## src/rtl/pwm_ctrl_pkg.sv

```systemverilog
// Shared definitions for the pwm_ctrl rotation path: FSM encodings,
// direction constants and default duty limits.
package pwm_ctrl_pkg;

    localparam int unsigned ANGLE_W = 12;

    typedef enum logic [2:0] {
        StIdle     = 3'd0,
        StRequest  = 3'd1,
        StWaitCalc = 3'd2,
        StAdjust   = 3'd3,
        StDone     = 3'd4
    } ramp_state_e;

    // Shared with the delta calculator.
    localparam logic DIR_CW  = 1'b0;
    localparam logic DIR_CCW = 1'b1;

    localparam int unsigned DEF_DUTY_W       = 8;
    localparam int unsigned DEF_MIN_DUTY     = 20;
    localparam int unsigned DEF_MAX_DUTY     = 200;
    localparam int unsigned DEF_RAMP_STEP    = 4;
    localparam int unsigned DEF_SLOW_SHIFT   = 8;
    localparam int unsigned DEF_SETTLE_COUNT = 3;
    localparam int unsigned DEF_CALC_TIMEOUT = 32;
    localparam logic [ANGLE_W-1:0] DEF_TOLERANCE = 12'd8;

endpackage

```

## src/rtl/duty_profile.sv

```systemverilog
// Saturating proportional map from angular error to target duty.
module duty_profile
    import pwm_ctrl_pkg::*;
#(
    parameter int unsigned        DUTY_W     = DEF_DUTY_W,
    parameter logic [ANGLE_W-1:0] TOLERANCE  = DEF_TOLERANCE,
    parameter int unsigned        MIN_DUTY   = DEF_MIN_DUTY,
    parameter int unsigned        MAX_DUTY   = DEF_MAX_DUTY,
    parameter int unsigned        SLOW_SHIFT = DEF_SLOW_SHIFT
) (
    input  logic [ANGLE_W-1:0] delta_i,
    output logic [DUTY_W-1:0]  tgt_o
);

    localparam logic [19:0] Span    = 20'(MAX_DUTY - MIN_DUTY);
    localparam logic [19:0] Zone    = 20'(1 << SLOW_SHIFT);
    localparam logic [19:0] MinWide = 20'(MIN_DUTY);

    logic [19:0] delta_ext;
    logic [19:0] prod;
    logic [19:0] scaled;
    logic [19:0] sum;

    always_comb begin
        delta_ext = 20'(delta_i);
        // Span fits 8 bits and delta 12 bits, so the product cannot exceed 20 bits.
        prod      = Span * delta_ext;
        scaled    = prod >> SLOW_SHIFT;
        sum       = MinWide + scaled;
        if (delta_i <= TOLERANCE) begin
            tgt_o = '0;
        end else if (delta_ext >= Zone) begin
            tgt_o = DUTY_W'(MAX_DUTY);
        end else begin
            tgt_o = DUTY_W'(sum);
        end
    end

endmodule

```

## src/rtl/rotation_ramp_ctrl.sv

```systemverilog
// Swerve rotation controller: requests delta calculations and ramps the
// PWM duty/direction toward the target, signalling done once settled.
module rotation_ramp_ctrl
    import pwm_ctrl_pkg::*;
#(
    parameter int unsigned        DUTY_W       = DEF_DUTY_W,
    parameter logic [ANGLE_W-1:0] TOLERANCE    = DEF_TOLERANCE,
    parameter int unsigned        MIN_DUTY     = DEF_MIN_DUTY,
    parameter int unsigned        MAX_DUTY     = DEF_MAX_DUTY,
    parameter int unsigned        RAMP_STEP    = DEF_RAMP_STEP,
    parameter int unsigned        SLOW_SHIFT   = DEF_SLOW_SHIFT,
    parameter int unsigned        SETTLE_COUNT = DEF_SETTLE_COUNT,
    parameter int unsigned        CALC_TIMEOUT = DEF_CALC_TIMEOUT
) (
    input  logic               clock_i,
    input  logic               reset_i,
    input  logic               start_i,
    input  logic               abort_i,
    input  logic [ANGLE_W-1:0] delta_angle_i,
    input  logic               dir_shortest_i,
    input  logic               calc_updated_i,
    output logic               enable_calc_o,
    output logic [DUTY_W-1:0]  pwm_duty_o,
    output logic               pwm_dir_o,
    output logic               pwm_enable_o,
    output logic               busy_o,
    output logic               rotation_done_o,
    output logic               fault_o
);

    localparam int unsigned TimeoutW = $clog2(CALC_TIMEOUT + 1);
    localparam int unsigned SettleW  = $clog2(SETTLE_COUNT + 1);

    localparam logic [TimeoutW-1:0] TimeoutLimit = TimeoutW'(CALC_TIMEOUT);
    localparam logic [SettleW-1:0]  SettleTarget = SettleW'(SETTLE_COUNT);
    localparam logic [DUTY_W-1:0]   RampStep     = DUTY_W'(RAMP_STEP);

    ramp_state_e         state_q, state_d;
    logic                enable_calc_q, enable_calc_d;
    logic [DUTY_W-1:0]   pwm_duty_q, pwm_duty_d;
    logic                pwm_dir_q, pwm_dir_d;
    logic                pwm_enable_q, pwm_enable_d;
    logic                busy_q, busy_d;
    logic                done_q, done_d;
    logic                fault_q, fault_d;
    logic [ANGLE_W-1:0]  delta_q, delta_d;
    logic                dir_lat_q, dir_lat_d;
    logic [TimeoutW-1:0] timeout_q, timeout_d;
    logic [SettleW-1:0]  settle_q, settle_d;

    logic [DUTY_W-1:0]   tgt;
    logic [DUTY_W-1:0]   gap;
    logic [DUTY_W-1:0]   adj_duty;
    logic                adj_dir;
    logic [SettleW-1:0]  adj_settle;
    logic                in_tol;

    duty_profile #(
        .DUTY_W    (DUTY_W),
        .TOLERANCE (TOLERANCE),
        .MIN_DUTY  (MIN_DUTY),
        .MAX_DUTY  (MAX_DUTY),
        .SLOW_SHIFT(SLOW_SHIFT)
    ) u_duty_profile (
        .delta_i(delta_q),
        .tgt_o  (tgt)
    );

    assign in_tol = (delta_q <= TOLERANCE);

    // One calculation round's duty/direction/settle update.
    always_comb begin
        adj_duty = pwm_duty_q;
        adj_dir  = pwm_dir_q;
        gap      = '0;
        if (dir_lat_q != pwm_dir_q) begin
            // Spin down before reversing; flip only once stopped.
            if (pwm_duty_q > RampStep) begin
                adj_duty = pwm_duty_q - RampStep;
            end else begin
                adj_duty = '0;
            end
            if (pwm_duty_q == '0) begin
                adj_dir = dir_lat_q;
            end
        end else if (tgt > pwm_duty_q) begin
            gap      = tgt - pwm_duty_q;
            adj_duty = (gap > RampStep) ? pwm_duty_q + RampStep : tgt;
        end else begin
            gap      = pwm_duty_q - tgt;
            adj_duty = (gap > RampStep) ? pwm_duty_q - RampStep : tgt;
        end

        if (!in_tol) begin
            adj_settle = '0;
        end else if (settle_q < SettleTarget) begin
            adj_settle = settle_q + 1'b1;
        end else begin
            adj_settle = settle_q;
        end
    end

    always_comb begin
        state_d       = state_q;
        enable_calc_d = 1'b0;
        pwm_duty_d    = pwm_duty_q;
        pwm_dir_d     = pwm_dir_q;
        pwm_enable_d  = pwm_enable_q;
        busy_d        = busy_q;
        done_d        = 1'b0;
        fault_d       = fault_q;
        delta_d       = delta_q;
        dir_lat_d     = dir_lat_q;
        timeout_d     = timeout_q;
        settle_d      = settle_q;

        unique case (state_q)
            StIdle: begin
                pwm_duty_d = '0;
                pwm_dir_d  = DIR_CW;
                if (start_i && !abort_i) begin
                    fault_d       = 1'b0;
                    busy_d        = 1'b1;
                    pwm_enable_d  = 1'b1;
                    enable_calc_d = 1'b1;
                    settle_d      = '0;
                    state_d       = StRequest;
                end
            end
            StRequest: begin
                timeout_d = '0;
                state_d   = StWaitCalc;
            end
            StWaitCalc: begin
                if (calc_updated_i) begin
                    delta_d   = delta_angle_i;
                    dir_lat_d = dir_shortest_i;
                    state_d   = StAdjust;
                end else if (timeout_q == TimeoutLimit - 1'b1) begin
                    timeout_d    = TimeoutLimit;
                    fault_d      = 1'b1;
                    pwm_duty_d   = '0;
                    pwm_dir_d    = DIR_CW;
                    pwm_enable_d = 1'b0;
                    busy_d       = 1'b0;
                    state_d      = StIdle;
                end else begin
                    timeout_d = timeout_q + 1'b1;
                end
            end
            StAdjust: begin
                pwm_duty_d = adj_duty;
                pwm_dir_d  = adj_dir;
                settle_d   = adj_settle;
                if (adj_settle >= SettleTarget && adj_duty == '0) begin
                    done_d       = 1'b1;
                    busy_d       = 1'b0;
                    pwm_enable_d = 1'b0;
                    pwm_dir_d    = DIR_CW;
                    state_d      = StDone;
                end else begin
                    enable_calc_d = 1'b1;
                    state_d       = StRequest;
                end
            end
            StDone: begin
                state_d = StIdle;
            end
            default: begin
                state_d = StIdle;
            end
        endcase

        if (abort_i && state_q != StIdle) begin
            state_d       = StIdle;
            enable_calc_d = 1'b0;
            pwm_duty_d    = '0;
            pwm_dir_d     = DIR_CW;
            pwm_enable_d  = 1'b0;
            busy_d        = 1'b0;
            done_d        = 1'b0;
            fault_d       = fault_q;
        end
    end

    always_ff @(posedge clock_i or posedge reset_i) begin
        if (reset_i) begin
            state_q       <= StIdle;
            enable_calc_q <= 1'b0;
            pwm_duty_q    <= '0;
            pwm_dir_q     <= DIR_CW;
            pwm_enable_q  <= 1'b0;
            busy_q        <= 1'b0;
            done_q        <= 1'b0;
            fault_q       <= 1'b0;
            delta_q       <= '0;
            dir_lat_q     <= DIR_CW;
            timeout_q     <= '0;
            settle_q      <= '0;
        end else begin
            state_q       <= state_d;
            enable_calc_q <= enable_calc_d;
            pwm_duty_q    <= pwm_duty_d;
            pwm_dir_q     <= pwm_dir_d;
            pwm_enable_q  <= pwm_enable_d;
            busy_q        <= busy_d;
            done_q        <= done_d;
            fault_q       <= fault_d;
            delta_q       <= delta_d;
            dir_lat_q     <= dir_lat_d;
            timeout_q     <= timeout_d;
            settle_q      <= settle_d;
        end
    end

    assign enable_calc_o   = enable_calc_q;
    assign pwm_duty_o      = pwm_duty_q;
    assign pwm_dir_o       = pwm_dir_q;
    assign pwm_enable_o    = pwm_enable_q;
    assign busy_o          = busy_q;
    assign rotation_done_o = done_q;
    assign fault_o         = fault_q;

endmodule

```

## config.mk

```make
export PLATFORM = sky130hd
export DESIGN_NAME = rotation_ramp_ctrl
export DESIGN_NICKNAME = d
export VERILOG_FILES = /design/src/rtl/pwm_ctrl_pkg.sv /design/src/rtl/duty_profile.sv /design/src/rtl/rotation_ramp_ctrl.sv
export SDC_FILE = /design/constraint.sdc
export NUM_CORES = 1
export LEC_CHECK = 0
export CORE_AREA = 2 2 97 99
export CTS_CLUSTER_DIAMETER = 150
export DETAILED_ROUTE_END_ITERATION = 12
export DIE_AREA = 0 0 99 101
export PLACE_DENSITY = 0.66
export SLEW_MARGIN = 20
export SYNTH_ARGS = -nofsm -noshare
export SYNTH_HDL_FRONTEND = slang
export SYNTH_SLANG_ARGS = --single-unit
```

## constraint.sdc

```tcl
create_clock -name clock_i -period 8.6 [get_ports clock_i]
set_input_delay 1.72 -clock clock_i [delete_from_list [all_inputs] [get_ports clock_i]]
set_output_delay 1.72 -clock clock_i [all_outputs]
set_load 0.005 [all_outputs]
```

==> results of run 1 <==
kinds of logic after synthesis:
kind of cell	after synthesis	synth area share, %
AND/OR/NAND/NOR	167	20.6
adder cells (fa/ha/maj)	60	20.1
XOR/XNOR	27	5.91
buffers and inverters	76	7.26
multiplexers	19	4.76
AO/OA/AOI/OAI	125	20.1
flip-flops	37	21.2
per-stage QoR:
stage	instance area (um2)	utilization [%]	setup WS [ps]	hold WS (ps)
6_report	4850	54.0	1160	522
3_5_place_dp	4730	52.7	1270	502
2_1_floorplan	4360	-	1950	470
5_1_grt	4850	54.0	543	571
3_3_place_gp	4730	52.7	1440	478
4_1_cts	4850	54.0	1260	529
Yosys cell counts, types with 2 or more instances:
library cell,count
a211o_1,4
a211oi_1,3
a21boi_0,3
a21o_1,4
a21oi_1,25
a22o_1,5
a2bb2oi_1,2
a31oi_1,7
and2_1,5
and3_1,5
and4_1,2
buf_2,4
buf_4,3
buf_6,2
clkbuf_1,8
dfrtp_1,37
fa_1,17
ha_1,43
inv_1,59
mux2_2,14
mux2i_1,5
nand2_1,33
nand2b_1,13
nand3_1,23
nand4_1,3
nor2_1,36
nor2b_1,6
nor3_1,15
nor3b_1,2
nor4_1,5
o211ai_1,4
o21a_1,2
o21ai_0,29
o22ai_1,5
o31ai_1,5
o32ai_1,3
o41ai_1,2
or2_2,3
or3_1,4
xnor2_1,17
xor2_1,8
worst min-delay path: stages (launching register included):
cell,delay (ps)
dfrtp_1,370
nand2_1,60
nand2_1,60
worst max path at each step:
| stage | endpoint | slack [ps] | depth (start not counted) |
|---|---|---|---|
| 2_1_floorplan | state_q[0]$_DFFE_PP0P_ | 1950 | 29 |
| 3_3_place_gp | state_q[0]$_DFFE_PP0P_ | 1440 | 29 |
| 3_5_place_dp | state_q[0]$_DFFE_PP0P_ | 1270 | 29 |
| 4_1_cts | state_q[0]$_DFFE_PP0P_ | 1260 | 29 |
| 5_1_grt | state_q[0]$_DFFE_PP0P_ | 540 | 29 |
| 6_report | state_q[0]$_DFFE_PP0P_ | 1160 | 29 |
layout make-up:
type                            count  area (um2)
Fill cell                         831        4130
Multi-Input combinational cell    398        3120
Sequential cell                    37         926
Timing Repair Buffer               33         325
Inverter                           59         221
Tap cell                          111         139
Clock buffer                        6        82.6
Clock inverter                      2        37.5
sequential cells by signal, indices dropped and copies added (netlist names):
signal,flops
enable_calc_o,1
delta_q,12
timeout_q,6
rotation_done_o,1
state_q,3
settle_q,2
dir_lat_q,1
pwm_duty_o,8
pwm_dir_o,1
busy_o,1
fault_o,1
metal layers:
layer | up-vias | global-route usage (%) | routed length, um
li1 | 1854 | - | -
met4 | 0 | 7.48 | 342
met5 | - | 0 | 0
met2 | 118 | 34.5 | 4690
met1 | 1806 | 28.6 | 4700
met3 | 20 | 2.57 | 454
==> impl_metrics.json, run 1 <==
{
  "holdPathStages": 2,
  "cp_slowest_stage_delay_ps": 540,
  "grt_pass1_vias": 3613,
  "worstSkewPairLatency_ps": 290,
  "die_area_um2": 10000,
  "required_ps": 8760,
  "cts_buffer_depth": 2,
  "clock-sinks": 37,
  "min_period_over_period_pct": 86.5,
  "final_hold_viol_count": 0,
  "io_pins": 32,
  "rr_startpoint": "delta_q[4]$_DFFE_PP0P_",
  "fin_cells": 646,
  "grt_pass1_wl_um": 17300,
  "hold_end": "settle_q[1]$_DFFE_PP0P_",
  "area_delta_synth_final_pct": 11.2,
  "synth-edff-count": 0,
  "path_delay_family": "adder cells",
  "r2r_slack_ps": 1160,
  "yosysWarnings": 0,
  "gp_congestion": 0.992,
  "synth.yosys.seq_area_share_pct": 21.2,
  "most-common-layout-cells": "inv_1 (59), ha_1 (43), dfrtp_1 (37)",
  "viasPerCell": 5.88,
  "num_vias": 3798,
  "synthTopCellsByArea": "dfrtp_1 (21%), ha_1 (12%), fa_1 (7.8%), inv_1 (5.1%), mux2_2 (3.6%)",
  "synth_area_leader_cell": "dfrtp_1",
  "start_util_pct": 48.6,
  "diodes": 0,
  "nets": 612,
  "critPathLaunchType": "flip-flop",
  "ys_async_sr_fraction_pct": 100,
  "dp_hpwl_um": 8190,
  "wl_per_cell_um": 15.8,
  "final_common_cell": "inv_1",
  "max_freq_mhz": 134,
  "postCtsSetupBuffers": 0,
  "grt_util_all_layers_pct": 21.0,
  "drive_gt1_share_pct": 8.79,
  "synth.avg_cell_area_um2": 8.53,
  "dp_cells": 638,
  "syn-instance-count": 511,
  "setup_viol": 0,
  "die_x_um": 99,
  "drtPass1Iterations": 5,
  "wl_um": 10200,
  "crit_buf_inv": 4,
  "synth_area_um2": 4360,
  "cts_resized": 0,
  "coreArea_um2": 8980,
  "cp_max_fo": 10,
  "rsz0062_at_grt": "false",
  "grt_overflow": 0,
  "cts_max_level": 2,
  "drv_cap": 0,
  "placementRows": 35,
  "r2r-end": "state_q[0]$_DFFE_PP0P_",
  "finClkSkew_ps": 3.93,
  "synth-main-ff-cell": "dfrtp_1",
  "drc": 0,
  "synth_top_area_share_pct": 21.2,
  "tightest_slew_ps": 939,
  "setup-tns-final_ps": 0,
  "final_antenna_net_count": 0,
  "synth_seq_cells": 37,
  "worstSetupEndpointType": "flip-flop",
  "clk_pin_slew_ps": 80,
  "antenna_found_initial": 0,
  "cts_root_buf": "clkbuf_8",
  "portBuffers": 31,
  "critPathKind": "flip-flop to flip-flop",
  "hold_path_class": "flip-flop to flip-flop",
  "cts_tree": "yes",
  "arrival_ps": 7600,
  "cp_slowest_cell": "fa_1",
  "reg2reg_depth": 29,
  "period_minus_slack_ps": 7440,
  "hp-start": "settle_q[0]$_DFFE_PP0P_",
  "die_y_um": 101,
  "max_slew_margin_pct": 36.9,
  "crit_path_start": "delta_q[4]$_DFFE_PP0P_",
  "postCtsHoldBufs": 0,
  "grt_max_degree": 38,
  "cts-buffers-inserted": 5,
  "slew_violations": 0,
  "first_iter_violations": 214,
  "netlist-cell-type-count": 77,
  "syn-num-nets": 589,
  "status": "finished clean"
}
Power of run 1 is left out: the tool's default activity adds up to more than one toggle a clock period on the data nets, which glitch-free logic cannot reach.
==> inputs of run 2 (changes only) <==
PLACE_DENSITY = 0.69   (was 0.66)
clock period = 6.7 ns   (was 8.6 ns; I/O delays follow)
==> run 2 against run 1 <==
  * Wire length rose by 14%
  * Via count rose by 6.1%
  * Critical path depth increased by 1
  * Utilization up 7.7 points
  * Worst hold slack worse by 14 ps
  * Clock-buffer cell count is the same
  * Cell count grew 6.8%
  * Non-clock buffer count increased by 45
  * Register-to-register slack got worse by 900 ps
  * Flip-flop and latch count unchanged
  * Final area is 14% higher
  * Clock skew is 1.3 ps higher
  * Critical path type unchanged
  * Critical endpoint is now state_q[2]$_DFFE_PP0P_
==> impl_metrics.json, run 2 (synthesis results as in run 1) <==
{
  "status": "finished clean",
  "grt_util_all_layers_pct": 23.1,
  "largest_reg_flops": 12,
  "final_common_cell": "inv_1",
  "fillers": 767,
  "grt_pass1_vias": 3932,
  "area_delta_synth_final_pct": 27.0,
  "start_util_pct": 48.6,
  "cp_slowest_cell": "fa_1",
  "cp_max_fo": 7,
  "dr_wl_met3_um": 490,
  "tightest_slew_ps": 1050,
  "maxUsedRoutingLayer": "met4",
  "dp_hpwl_um": 8920,
  "die_x_um": 99,
  "path_common_cell": "ha_4",
  "setup_viol": 0,
  "max_freq_mhz": 155,
  "fin_util_pct": 61.7,
  "num_vias": 4030,
  "hold_path_class": "flip-flop to flip-flop",
  "min_period_over_period_pct": 96.2,
  "final_antenna_net_count": 0,
  "slew_violations": 0,
  "cp_slowest_stage_delay_ps": 560,
  "regMostFlops": "delta_q",
  "diodes": 0,
  "clock-sinks": 37,
  "portBuffers": 31,
  "critPathKind": "flip-flop to flip-flop",
  "cts-buffers-inserted": 5,
  "cts_tree": "yes",
  "cts_root_buf": "clkbuf_8",
  "regArea_um2": 928,
  "m1WireLength_um": 5120,
  "multi_input_area_um2": 3490,
  "drc": 0,
  "antenna_found_initial": 0,
  "drtPass1Iterations": 4,
  "gp_congestion": 0.989,
  "finClkSkew_ps": 5.26,
  "die_area_um2": 10000,
  "first_iter_violations": 203,
  "wl_met2_um": 5940,
  "io_pins": 32,
  "drive_gt1_share_pct": 25.0,
  "worstSetupEndpointType": "flip-flop",
  "grt_max_degree": 38,
  "placementRows": 35,
  "critPathLaunchType": "flip-flop",
  "period_minus_slack_ps": 6440,
  "crit_buf_inv": 5,
  "die_y_um": 101,
  "viasPerCell": 5.84,
  "wl_um": 11700,
  "required_ps": 6920,
  "worstSkewPairLatency_ps": 290,
  "wl_per_cell_um": 16.9,
  "cts_max_level": 2,
  "path_delay_family": "compound AO/OA/AOI/OAI gates",
  "grt_overflow": 0,
  "grt_pass1_wl_um": 18800,
  "max_slew_margin_pct": 29.5,
  "clk_pin_slew_ps": 80,
  "nets": 657,
  "cts_buffer_depth": 2,
  "drv_cap": 0,
  "arrival_ps": 6670,
  "most-common-layout-cells": "inv_1 (55), buf_4 (45), nor2_1 (35), dfrtp_1 (35), nand2_1 (33)",
  "coreArea_um2": 8980,
  "final_hold_viol_count": 0
}
## run 2: cell count changes in the layout (fill, tap and decap cells not counted), moves of 5 or more
cell / before / now
ha_4: 0 / 7
a21oi_2: 0 / 6
a21oi_1: 25 / 18
ha_1: 43 / 31
ha_2: 0 / 5
buf_4: 2 / 45
## run 2: what timing repair did
| item | in CTS | in global routing |
|---|---|---|
| gates resized for setup | 13 | 60 |
| cloned | 0 | 0 |
| pin swaps | 5 | 35 |
| hold buffers | 0 | 0 |
| endpoints found under the setup margin | 9 | 14 |
| buffers inserted | 2 | 8 |
## run 2: area by class of cell
| class | instances | area share (%) |
|---|---|---|
| clock inverters | 1 | 0.158 |
| repair buffers | 78 | 12.1 |
| clock buffers | 6 | 1.31 |
| inverters | 59 | 4.07 |
| flip-flops and latches | 37 | 16.8 |
| well taps | 111 | 2.51 |
| multi-input cells | 398 | 63.1 |
## run 2: final timing paths
| path | startpoint | end | slack [ps] | cells after the start |
|---|---|---|---|---|
| setup / recovery | delta_q[1]$_DFFE_PP0P_ | state_q[2]$_DFFE_PP0P_ | 260 | 30 |
| hold / removal | settle_q[0]$_DFFE_PP0P_ | settle_q[1]$_DFFE_PP0P_ | 510 | 2 |
| setup reg to reg | delta_q[1]$_DFFE_PP0P_ | state_q[2]$_DFFE_PP0P_ | 260 | 30 |
| hold reg to reg | settle_q[0]$_DFFE_PP0P_ | settle_q[1]$_DFFE_PP0P_ | 510 | 2 |
| max in group asynchronous | reset_i | delta_q[2]$_DFFE_PP0P_ | 4870 | 3 |
| min in group asynchronous | reset_i | settle_q[1]$_DFFE_PP0P_ | 1470 | 3 |
## run 2: worst reg2reg max path: cells and delay by family (launching register included)
family	cells	cell delay (ps)
simple gates	6	970
buf+inv	5	520
flops	1	410
xor+xnor	2	320
fa+ha+maj	6	1960
compound gates	11	2170
## run 2: layer usage
layer,track usage (%),up-vias
li1,-,1939
met1,30.4,1969
met2,40.0,110
met3,2.91,12
met4,6.43,0
met5,0,-
## run 2: metrics by stage
stage | setup WS [ps] | std cells | hold slack [ps] | cell area (um2) | TNS (ps)
2_1_floorplan | 47.1 | 511 | 470 | 4360 | 0
3_3_place_gp | -96.9 | 673 | 478 | 4990 | -437
3_5_place_dp | -242 | 673 | 496 | 4990 | -1470
4_1_cts | 69.7 | 682 | 507 | 5140 | 0
5_1_grt | -43.1 | 690 | 546 | 5540 | -166
6_report | 257 | 690 | 508 | 5540 | 0
Power of run 2 is left out for the same reason.
==> patch (config.mk and constraints of run 1) <==
Add an input register stage for `start_i`, `abort_i`, `delta_angle_i`, `dir_shortest_i` and `calc_updated_i`; this delays them by one clock.
--- a/src/rtl/rotation_ramp_ctrl.sv
+++ b/src/rtl/rotation_ramp_ctrl.sv
@@ -37,2 +37,16 @@
 
+    logic start_q;
+    logic abort_q;
+    logic [ANGLE_W-1:0] delta_angle_q;
+    logic dir_shortest_q;
+    logic calc_updated_q;
+
+    always_ff @(posedge clock_i) begin
+        start_q        <= start_i;
+        abort_q        <= abort_i;
+        delta_angle_q  <= delta_angle_i;
+        dir_shortest_q <= dir_shortest_i;
+        calc_updated_q <= calc_updated_i;
+    end
+
     ramp_state_e         state_q, state_d;
@@ -120,3 +134,3 @@
                 pwm_dir_d  = DIR_CW;
-                if (start_i && !abort_i) begin
+                if (start_q && !abort_q) begin
                     fault_d       = 1'b0;
@@ -134,5 +148,5 @@
             StWaitCalc: begin
-                if (calc_updated_i) begin
-                    delta_d   = delta_angle_i;
-                    dir_lat_d = dir_shortest_i;
+                if (calc_updated_q) begin
+                    delta_d   = delta_angle_q;
+                    dir_lat_d = dir_shortest_q;
                     state_d   = StAdjust;
@@ -173,3 +187,3 @@
 
-        if (abort_i && state_q != StIdle) begin
+        if (abort_q && state_q != StIdle) begin
             state_d       = StIdle;
Check against the original RTL: not equivalent (Yosys sat finds a counterexample within 4 cycles, from zero or initial values and one cycle with reset_i high).
==> patch against run 1 <==
- worst setup slack lost 410 ps
- area after synthesis up 8.0%
- final area rose by 6.4%
- via count up 4.7%
- sequential cell count grew 16
- wire length is 3.8% higher
- clock skew grew 7.4 ps
- critical endpoint is now busy_o
Power is not shown: default switching activity piles up to over one toggle a cycle in this logic, so the estimate is an artifact.
==> patch: results (changes against run 1) <==
** Global route
- Via count of the first global-routing pass :: 3804 (+5.3%)
- The first-pass GRT wire length was 17600 um (+2.2%).
- The initial antenna violation count is 0 (unchanged).
- Maximum number of pins on one net before global-route repair :: 38 (unchanged)
- Aggregate global-route resource usage :: 21.6% (+0.57 points)

** Synth
- The fraction of the yosys area taken by sequential cells came to 26.5% (+5.2 points).
- After synthesis, the cell types taking the most area are dfrtp_1 20%, ha_1 11%, fa_1 7.2%.
- The post-synth net total was 613 (+4.1%).
- The adder and majority cell fraction of the synthesized area was 18.7% (-1.5 points).
- Compound-gate portion of the synthesized area :: 20.2% (+0.10 points)
- Cell types with the highest counts after synthesis :: 60 x inv_1, 43 x ha_1, 43 x nand2_1
- The xor-xnor portion of the synthesized cell area is 4.76% (-1.2 points).
- The synthesis warning total was 0 (unchanged).
- The proportion of register bits with asynchronous set or reset after synthesis is 69.8% (-30 points).
- Multiplexer area fraction after synthesis :: 4.76% (-0.0078 points)
- The count of distinct cell types in the synthesized netlist came to 74 (-3.9%).
- By area, the combinational part of the netlist is dominated by compound AO/OA/AOI/OAI gates.
- Most instantiated flip-flop cell in the synthesis netlist :: dfrtp_1

** Placement
- The count of input and output buffers came to 31 (unchanged).
- The weighted congestion at the end of routability-driven global placement came to 0.900 (-9.3%).
- Hpwl dp :: 8480 um (+3.5%)

** Clocking
- Total clock buffers created by CTS :: 5 (unchanged)
- The largest buffer count on any clock path is 2 (unchanged).
- The clock latency on the worst-skew pair came to 310 ps (+20 ps).
- Post-CTS clock slew at the launch and capture registers of the worst setup and hold paths :: 100 ps (+20 ps)
- The CTS H-tree depth is 2 (unchanged).
- Post-CTS sizing :: 0 (unchanged)
- The buffers inserted during post-CTS setup optimization is 0 (unchanged).
- Clock root buffer :: clkbuf_8

** Routing
- Via total after detailed routing :: 3978 (+4.7%)
- The first-iteration detailed-routing DRC count was 205 (-4.2%).
- Average wire per cell in the routed design :: 15.8 um (+0.21%)
- Count of TritonRoute iterations in the first routing pass :: 5 (unchanged)

** Worst setup path
- The delay of the slowest cell on the worst path is 590 ps (+50 ps).
- Crit path DAT :: 8040 ps (+440 ps)
- For this design, the slowest cell found on the critical path is or4_1.
- The top fanout value on the critical path is 11 (+1).

** Final layout
- The number of filler cells placed in the layout came to 831 (unchanged).
- Layout cells sized above 1 :: 7.71% (-1.1 points)
- Final net count :: 635 (+3.8%)
- Number of antenna repair diodes :: 0 (unchanged)

** STA
- Worst-case headroom to the max-slew limit :: 53.8% (+17 points)
- Fin Clk Skew :: 11.3 ps (+7.36 ps)

** Hold path
- Hold crit path type :: register to register

** Outcome
- The run finished with clean final reports.
patch: changes by cell type in the layout (fill, tap and decap cells not counted), moves of 4 or more:
cell	before	now
dfxtp_1	0	16
nand3_1	23	11
nand2_1	33	43
a211oi_1	3	11
o21a_1	2	8
nand2b_1	13	8
a31oi_1	7	3
o21ai_0	29	25
patch: final cells by class:
cell class,instances,share of cell area (%)
clock buffers,6,1.41
clock inverters,2,0.267
inverters,61,4.44
multi-input cells,404,60.9
flip-flops and latches,53,24.2
well taps,111,2.69
repair buffers,32,6.16
patch: layer usage:
layer	vias to the layer above	routed length, um	track usage (%)
met1	1900	4670	28.3
met4	0	408	9.17
met5	-	0	0
met3	30	430	2.43
met2	108	5060	36.2
li1	1940	-	-
patch: critical path: cells and delay by family, from the launching register on:
family	cells	cell delay, ps
adder cells (fa/ha/maj)	6	2500
flip-flops	1	420
AO/OA/AOI/OAI	13	2730
AND/OR/NAND/NOR	6	1820
buffers and inverters	2	90
XOR/XNOR	1	170
patch: logic make-up after synthesis:
group / Yosys count
and+or+nand+nor: 166
AOI/OAI and AO/OA: 134
buffers and inverters: 78
adders and majority gates: 60
DFF: 53
xor gates and xnor gates: 24
muxes: 20
patch: worst paths after layout:
kind | start | endpoint | slack, ps | depth (start not counted)
setup / recovery | delta_q[4] | busy_o | 750 | 28
hold / removal | delta_angle_q[10] | delta_q[10] | 460 | 2
setup reg to reg | delta_q[4] | busy_o | 750 | 28
hold reg to reg | delta_angle_q[10] | delta_q[10] | 460 | 2
max in group asynchronous | reset_i | settle_q[1] | 6450 | 3
min in group asynchronous | reset_i | fault_o | 1810 | 3
patch: metrics by stage:
stage | instances | instance area (um^2) | utilization, % | setup WS, ps
after detailed placement | 661 | 5070 | 56.5 | 798
after global routing | 669 | 5160 | 57.4 | 240
final | 669 | 5160 | 57.4 | 753
after floorplan | 535 | 4710 | - | 1470
after CTS | 669 | 5160 | 57.4 | 779
after global placement | 661 | 5070 | 56.5 | 977
